[config.mk]
export PLATFORM = sky130hd
export DESIGN_NAME = ac_alu_unit
export DESIGN_NICKNAME = d
export VERILOG_FILES = /design/src/rtl/bc_pkg.sv /design/src/rtl/ac_alu_unit_alu_core.sv /design/src/rtl/ac_alu_unit.sv
export SDC_FILE = /design/constraint.sdc
export NUM_CORES = 1
export LEC_CHECK = 0
export ABC_AREA = 1
export ABC_CLOCK_PERIOD_IN_PS = 1660
export BUFFER_PORTS_ARGS = -buffer_cell sky130_fd_sc_hd__buf_2
export CORE_MARGIN = 1
export CORE_UTILIZATION = 54
export CTS_BUF_LIST = sky130_fd_sc_hd__clkbuf_8
export DETAILED_ROUTE_END_ITERATION = 10
export PLACE_DENSITY = 0.8
export SETUP_SLACK_MARGIN = 0.15
export SLEW_MARGIN = 5
export SYNTH_ARGS = -nofsm -noshare
export SYNTH_HDL_FRONTEND = slang
export SYNTH_SLANG_ARGS = --single-unit
[constraint.sdc]
create_clock -name clk -period 1.66 [get_ports clk]
set_input_delay 0.083 -clock clk [delete_from_list [all_inputs] [get_ports clk]]
set_output_delay 0.083 -clock clk [all_outputs]
set_load 0.05 [all_outputs]
[src/rtl/bc_pkg.sv]
// Basic Computer shared definitions: datapath width and ALU operation encodings.
// The controller drives its op field with the same localparams.
package bc_pkg;

    localparam int WIDTH = 16;

    localparam logic [2:0] ALU_AND  = 3'b000;
    localparam logic [2:0] ALU_ADD  = 3'b001;
    localparam logic [2:0] ALU_LDA  = 3'b010;
    localparam logic [2:0] ALU_CMA  = 3'b011;
    localparam logic [2:0] ALU_CIL  = 3'b100;
    localparam logic [2:0] ALU_CIR  = 3'b101;
    localparam logic [2:0] ALU_PASS = 3'b110;
    localparam logic [2:0] ALU_NOP  = 3'b111;

endpackage

[src/rtl/ac_alu_unit_alu_core.sv]
// Purely combinational ALU for the accumulator stage.
// e_valid flags the ops that produce a new E value (ADD carry, CIL, CIR).
module alu_core
    import bc_pkg::*;
#(
    parameter int WIDTH = bc_pkg::WIDTH
) (
    input  logic [WIDTH-1:0] ac,
    input  logic [WIDTH-1:0] dr,
    input  logic             e,
    input  logic [2:0]       alu_op,
    output logic [WIDTH-1:0] result,
    output logic             e_next,
    output logic             e_valid,
    output logic             carry,
    output logic             overflow
);

    logic [WIDTH:0] sum_s;

    assign sum_s = {1'b0, ac} + {1'b0, dr};

    // Operation decode; unknown or idle codes pass AC through with no side effects.
    always_comb begin
        result   = ac;
        e_next   = e;
        e_valid  = 1'b0;
        carry    = 1'b0;
        overflow = 1'b0;
        case (alu_op)
            ALU_AND: result = ac & dr;
            ALU_ADD: begin
                result   = sum_s[WIDTH-1:0];
                carry    = sum_s[WIDTH];
                overflow = (ac[WIDTH-1] == dr[WIDTH-1]) && (sum_s[WIDTH-1] != ac[WIDTH-1]);
                e_next   = sum_s[WIDTH];
                e_valid  = 1'b1;
            end
            ALU_LDA: result = dr;
            ALU_CMA: result = ~ac;
            ALU_CIL: begin
                result  = {ac[WIDTH-2:0], e};
                e_next  = ac[WIDTH-1];
                e_valid = 1'b1;
            end
            ALU_CIR: begin
                result  = {e, ac[WIDTH-1:1]};
                e_next  = ac[0];
                e_valid = 1'b1;
            end
            ALU_PASS: result = ac;
            ALU_NOP:  result = ac;
            default:  result = ac;
        endcase
    end

endmodule

[src/rtl/ac_alu_unit.sv]
// Accumulator datapath stage: owns AC, E and the registered carry/overflow
// status, resolving the controller's AC/E strobes by fixed priority.
module ac_alu_unit
    import bc_pkg::*;
#(
    parameter int WIDTH = bc_pkg::WIDTH
) (
    input  logic             clk,
    input  logic             rst_n,
    input  logic [WIDTH-1:0] dr,
    input  logic [2:0]       alu_op,
    input  logic             ac_ld,
    input  logic             ac_inr,
    input  logic             ac_clr,
    input  logic             e_clr,
    input  logic             e_cmp,
    output logic [WIDTH-1:0] ac,
    output logic             e,
    output logic             co,
    output logic             ovf,
    output logic             z,
    output logic             n
);

    logic [WIDTH-1:0] ac_q, ac_d;
    logic             e_q, e_d;
    logic             co_q, co_d;
    logic             ovf_q, ovf_d;

    logic [WIDTH-1:0] alu_result_s;
    logic             alu_e_next_s, alu_e_valid_s, alu_carry_s, alu_ovf_s;
    logic [WIDTH:0]   inc_s;
    logic             ld_win_s;

    alu_core #(.WIDTH(WIDTH)) u_alu_core (
        .ac       (ac_q),
        .dr       (dr),
        .e        (e_q),
        .alu_op   (alu_op),
        .result   (alu_result_s),
        .e_next   (alu_e_next_s),
        .e_valid  (alu_e_valid_s),
        .carry    (alu_carry_s),
        .overflow (alu_ovf_s)
    );

    assign inc_s    = {1'b0, ac_q} + {{WIDTH{1'b0}}, 1'b1};
    assign ld_win_s = !ac_clr && ac_ld;

    // AC/status next-state: clear > load > increment > hold; clear keeps co/ovf.
    always_comb begin
        ac_d  = ac_q;
        co_d  = co_q;
        ovf_d = ovf_q;
        if (ac_clr) begin
            ac_d = {WIDTH{1'b0}};
        end else if (ac_ld) begin
            ac_d = alu_result_s;
            if (alu_op == ALU_ADD) begin
                co_d  = alu_carry_s;
                ovf_d = alu_ovf_s;
            end else begin
                co_d  = co_q;
                ovf_d = ovf_q;
            end
        end else if (ac_inr) begin
            ac_d  = inc_s[WIDTH-1:0];
            co_d  = inc_s[WIDTH];
            ovf_d = (ac_q == {1'b0, {(WIDTH-1){1'b1}}});
        end else begin
            ac_d = ac_q;
        end
    end

    // E next-state: explicit strobes beat any ALU-generated value.
    always_comb begin
        e_d = e_q;
        if (e_clr) begin
            e_d = 1'b0;
        end else if (e_cmp) begin
            e_d = ~e_q;
        end else if (ld_win_s && alu_e_valid_s) begin
            e_d = alu_e_next_s;
        end else begin
            e_d = e_q;
        end
    end

    // Architectural state registers.
    always_ff @(posedge clk or negedge rst_n) begin
        if (!rst_n) begin
            ac_q  <= {WIDTH{1'b0}};
            e_q   <= 1'b0;
            co_q  <= 1'b0;
            ovf_q <= 1'b0;
        end else begin
            ac_q  <= ac_d;
            e_q   <= e_d;
            co_q  <= co_d;
            ovf_q <= ovf_d;
        end
    end

    assign ac  = ac_q;
    assign e   = e_q;
    assign co  = co_q;
    assign ovf = ovf_q;
    assign z   = (ac_q == {WIDTH{1'b0}});
    assign n   = ac_q[WIDTH-1];

endmodule

==> results.json <==
{
  "timing.hold.ws_ns": 0.0315,
  "hpwl_um": 8940,
  "grt_pass1_wl_um": 19400,
  "multi_input_area_um2": 2550,
  "max_stage_delay_ns": 0.44,
  "pwr-share-comb_pct": 65.4,
  "clock-sinks": 19,
  "port_buffers": 46,
  "ctsHtreeMaxLevel": 1,
  "slowest_stage": "dfrtp_2",
  "grt_usage_pct": 42.0,
  "gp_congestion": 0.932,
  "yosys_register_bits": 19,
  "syn-num-nets": 561,
  "clkLatencyLatePin_ns": 0.28,
  "core_area_um2": 5200,
  "r2r_cells": 12,
  "sw_frac_of_total_pct": 49.5,
  "internal_power_mw": 1.39,
  "die_w_um": 76.3,
  "dr_total_vias": 4225,
  "status": "finished with violations",
  "worst_ir_drop_vdd_v": 0.000498,
  "startpoint_type": "flip-flop",
  "nFillCells": 353,
  "yosysUniqueCellTypes": 42,
  "cts_tree": "done",
  "routedWlPerCell_um": 17.4,
  "powerDensity_nw_per_um2": 640,
  "regArea_um2": 499,
  "p_sw_mw": 1.36,
  "die_y_um": 76.3,
  "grt_max_degree": 20,
  "cap_violations": 0,
  "violations": "negative setup slack",
  "endpoint_kind": "flip-flop",
  "leakagePower_nw": 2.11,
  "crit_chain": "ha_4 -> fa_2 -> nand2_2 -> nand2_2 -> nand4_1 -> nand2_1 -> nand2_1 -> nand2_1 -> nand2_1 -> nand2_1 -> a21oi_1 -> nor2_1",
  "clk_path_buf_depth": 2,
  "grt_pass1_vias": 4198,
  "diodes": 0,
  "relSlewSlack_pct": 62.6,
  "initial_core_util_pct": 57.3,
  "fin_skew_ns": 0.00296,
  "p_clk_share_pct": 13.8,
  "wirelength_um": 12200,
  "slew_violations": 0,
  "whs_path_depth": 4,
  "antenna_left": 0,
  "rsz0062_at_grt": "true",
  "worst_slew_pin_slew_ns": 0.561,
  "min_period_ns": 1.92,
  "drtPass1Iterations": 5,
  "cp.required_ns": 1.84,
  "ys_seq_area_share_pct": 15.9,
  "overflow": 0,
  "max_freq_mhz": 520,
  "crit_arrival_ns": 2.10,
  "preCtsSetupSlack_ns": -0.215,
  "drc": 0,
  "cts-root-buf": "clkbuf_8",
  "seq_power_share_pct": 20.9,
  "drtIter0Drc": 368,
  "clk_pin_slew_ns": 0.09,
  "synth_cells": 516,
  "setup_viol": 17,
  "hp-class": "input port to flip-flop",
  "netlist_area_um2": 2980,
  "cts_made_buffers": 3,
  "nets": 676,
  "final_layout_size_suffix_gt1_share_pct": 38.4,
  "hold_violations": 0,
  "rows": 26,
  "area_growth_pct": 44.3,
  "die_area_um2": 5830,
  "synth-warning-count": 0,
  "avgSynthCellArea_um2": 5.78,
  "path_class": "flip-flop to flip-flop",
  "cp_max_fo": 3,
  "ios": 47,
  "layout_setup_ws_ns": -0.264,
  "antenna_found_initial": 0,
  "tns_ns": -3.36,
  "vias_per_cell": 6.04,
  "crit_top_cell": "nand2_1",
  "fin_crit_sh_pct": 116
}
cell families after synthesis:
kind of cell	after synthesis	share of synthesized area [%]
and+or+nand+nor	295	44.0
DFF	19	15.9
AOI/OAI and AO/OA	99	19.3
buffers and inverters	83	12.3
xor gates and xnor gates	1	0.294
adders and majority gates	19	8.22
critical path, delay by kind of cell, from the launching register on:
family                     cells  cell delay [ns]
adders and majority gates      2             0.52
AOI/OAI and AO/OA              1             0.13
and+or+nand+nor                9             0.74
DFF                            1             0.44
placed cells by master (no fill, tap or decap), drive strengths merged, types with 3 or more instances in the layout:
master and n:
nor3 3, a211oi 3, inv 70, a31oi 5
nor3b 3, o211ai 4, buf 121, ha 18
o22ai 15, nand3 35, dfrtp 19, nand2 180
a21oi 25, or2 4, clkbuf 3, o21ai 38
nor2 51, o221ai 3, nand4 10, nand3b 7
final cells by class:
cell class / instances / share of cell area (%)
Timing Repair Buffer: 122 / 19.8
Sequential cell: 19 / 11.6
Clock buffer: 3 / 0.959
Tap cell: 70 / 2.03
Clock inverter: 1 / 0.116
Multi-Input combinational cell: 414 / 59.3
Inverter: 71 / 6.25
metrics by stage:
| stage | power (mW) | utilization (%) | area, um2 | cells |
|---|---|---|---|---|
| floorplan | 1.61 | - | 3260 | 516 |
| global placement | 2.16 | 77.0 | 4010 | 687 |
| detailed placement | 2.20 | 77.0 | 4010 | 687 |
| CTS | 2.64 | 81.1 | 4220 | 697 |
| global route | 2.88 | 82.7 | 4310 | 700 |
| finish | 2.76 | 82.7 | 4310 | 700 |
Yosys cell counts:
cell,n,area (um2)
fa_1,1,20.0
o21ai_2,2,17.5
xor2_1,1,8.76
nand2_2,5,31.3
nor3_1,2,10.0
inv_4,1,6.26
o21ai_1,7,35.0
buf_4,6,45.0
and2_1,1,6.26
o2111ai_1,1,8.76
o21ai_0,29,145
buf_2,2,10.0
o211ai_1,4,30.0
or2_2,4,25.0
a211oi_1,3,22.5
o31ai_1,1,7.51
clkinv_1,1,3.75
nor3b_1,1,7.51
nor2_2,6,37.5
nor3b_2,2,25.0
nand3_4,1,17.5
ha_1,18,225
o21bai_1,2,15.0
inv_1,63,236
nand3b_1,7,52.6
nand3_2,2,20.0
o22ai_1,15,93.8
dfrtp_1,19,475
a31oi_1,5,31.3
dlygate4sd1_1,1,8.76
nor2_4,2,22.5
buf_6,3,33.8
a21oi_1,25,125
inv_2,6,22.5
nand4_1,10,62.6
nor3_2,1,10.0
o221ai_1,3,26.3
nor2_1,43,161
nor4_1,1,6.26
a221oi_1,2,17.5
nand2_1,175,657
nand3_1,32,160
power groups by stage:
stage / Clock [mW] / Combinational [mW] / Sequential, mW
after CTS: 0.366 / 1.70 / 0.573
after detailed placement: 0 / 1.62 / 0.586
after floorplan: 0 / 0.816 / 0.798
final: 0.379 / 1.80 / 0.575
after global routing: 0.388 / 1.92 / 0.579
after global placement: 0 / 1.58 / 0.582
sequential cells by signal, indices dropped and copies added (netlist names):
name / cells
ovf: 1
co: 1
e: 1
ac: 16
repair_timing:
item / CTS / global route
resized for setup: 30 / 22
endpoints found under the setup margin: 18 / 19
endpoints found under the hold margin: 19 / 0
hold buffers: 1 / 0
pin swaps: 41 / 26
setup buffers: 5 / 3
worst paths after layout:
kind                                    from                  to  slack [ns]
max                        ac[0]$_DFFE_PN0P_      co$_DFFE_PN0P_       -0.26
min                                    e_clr       e$_DFFE_PN0P_        0.03
max reg2reg                ac[0]$_DFFE_PN0P_      co$_DFFE_PN0P_       -0.26
min reg2reg                   co$_DFFE_PN0P_      co$_DFFE_PN0P_        0.52
max in group asynchronous              rst_n   ac[6]$_DFFE_PN0P_        0.91
min in group asynchronous              rst_n  ac[15]$_DFFE_PN0P_        0.32
layer usage:
layer | GRT usage (%) | share of wire [%] | vias up
met4 | 26.7 | 5.6 | 0
met1 | 45.9 | 37 | 1921
met2 | 74.8 | 48 | 298
met3 | 7.19 | 9.4 | 71
met5 | 0 | 0 | -
li1 | - | - | 1935
(Power assumes the default switching activity.)
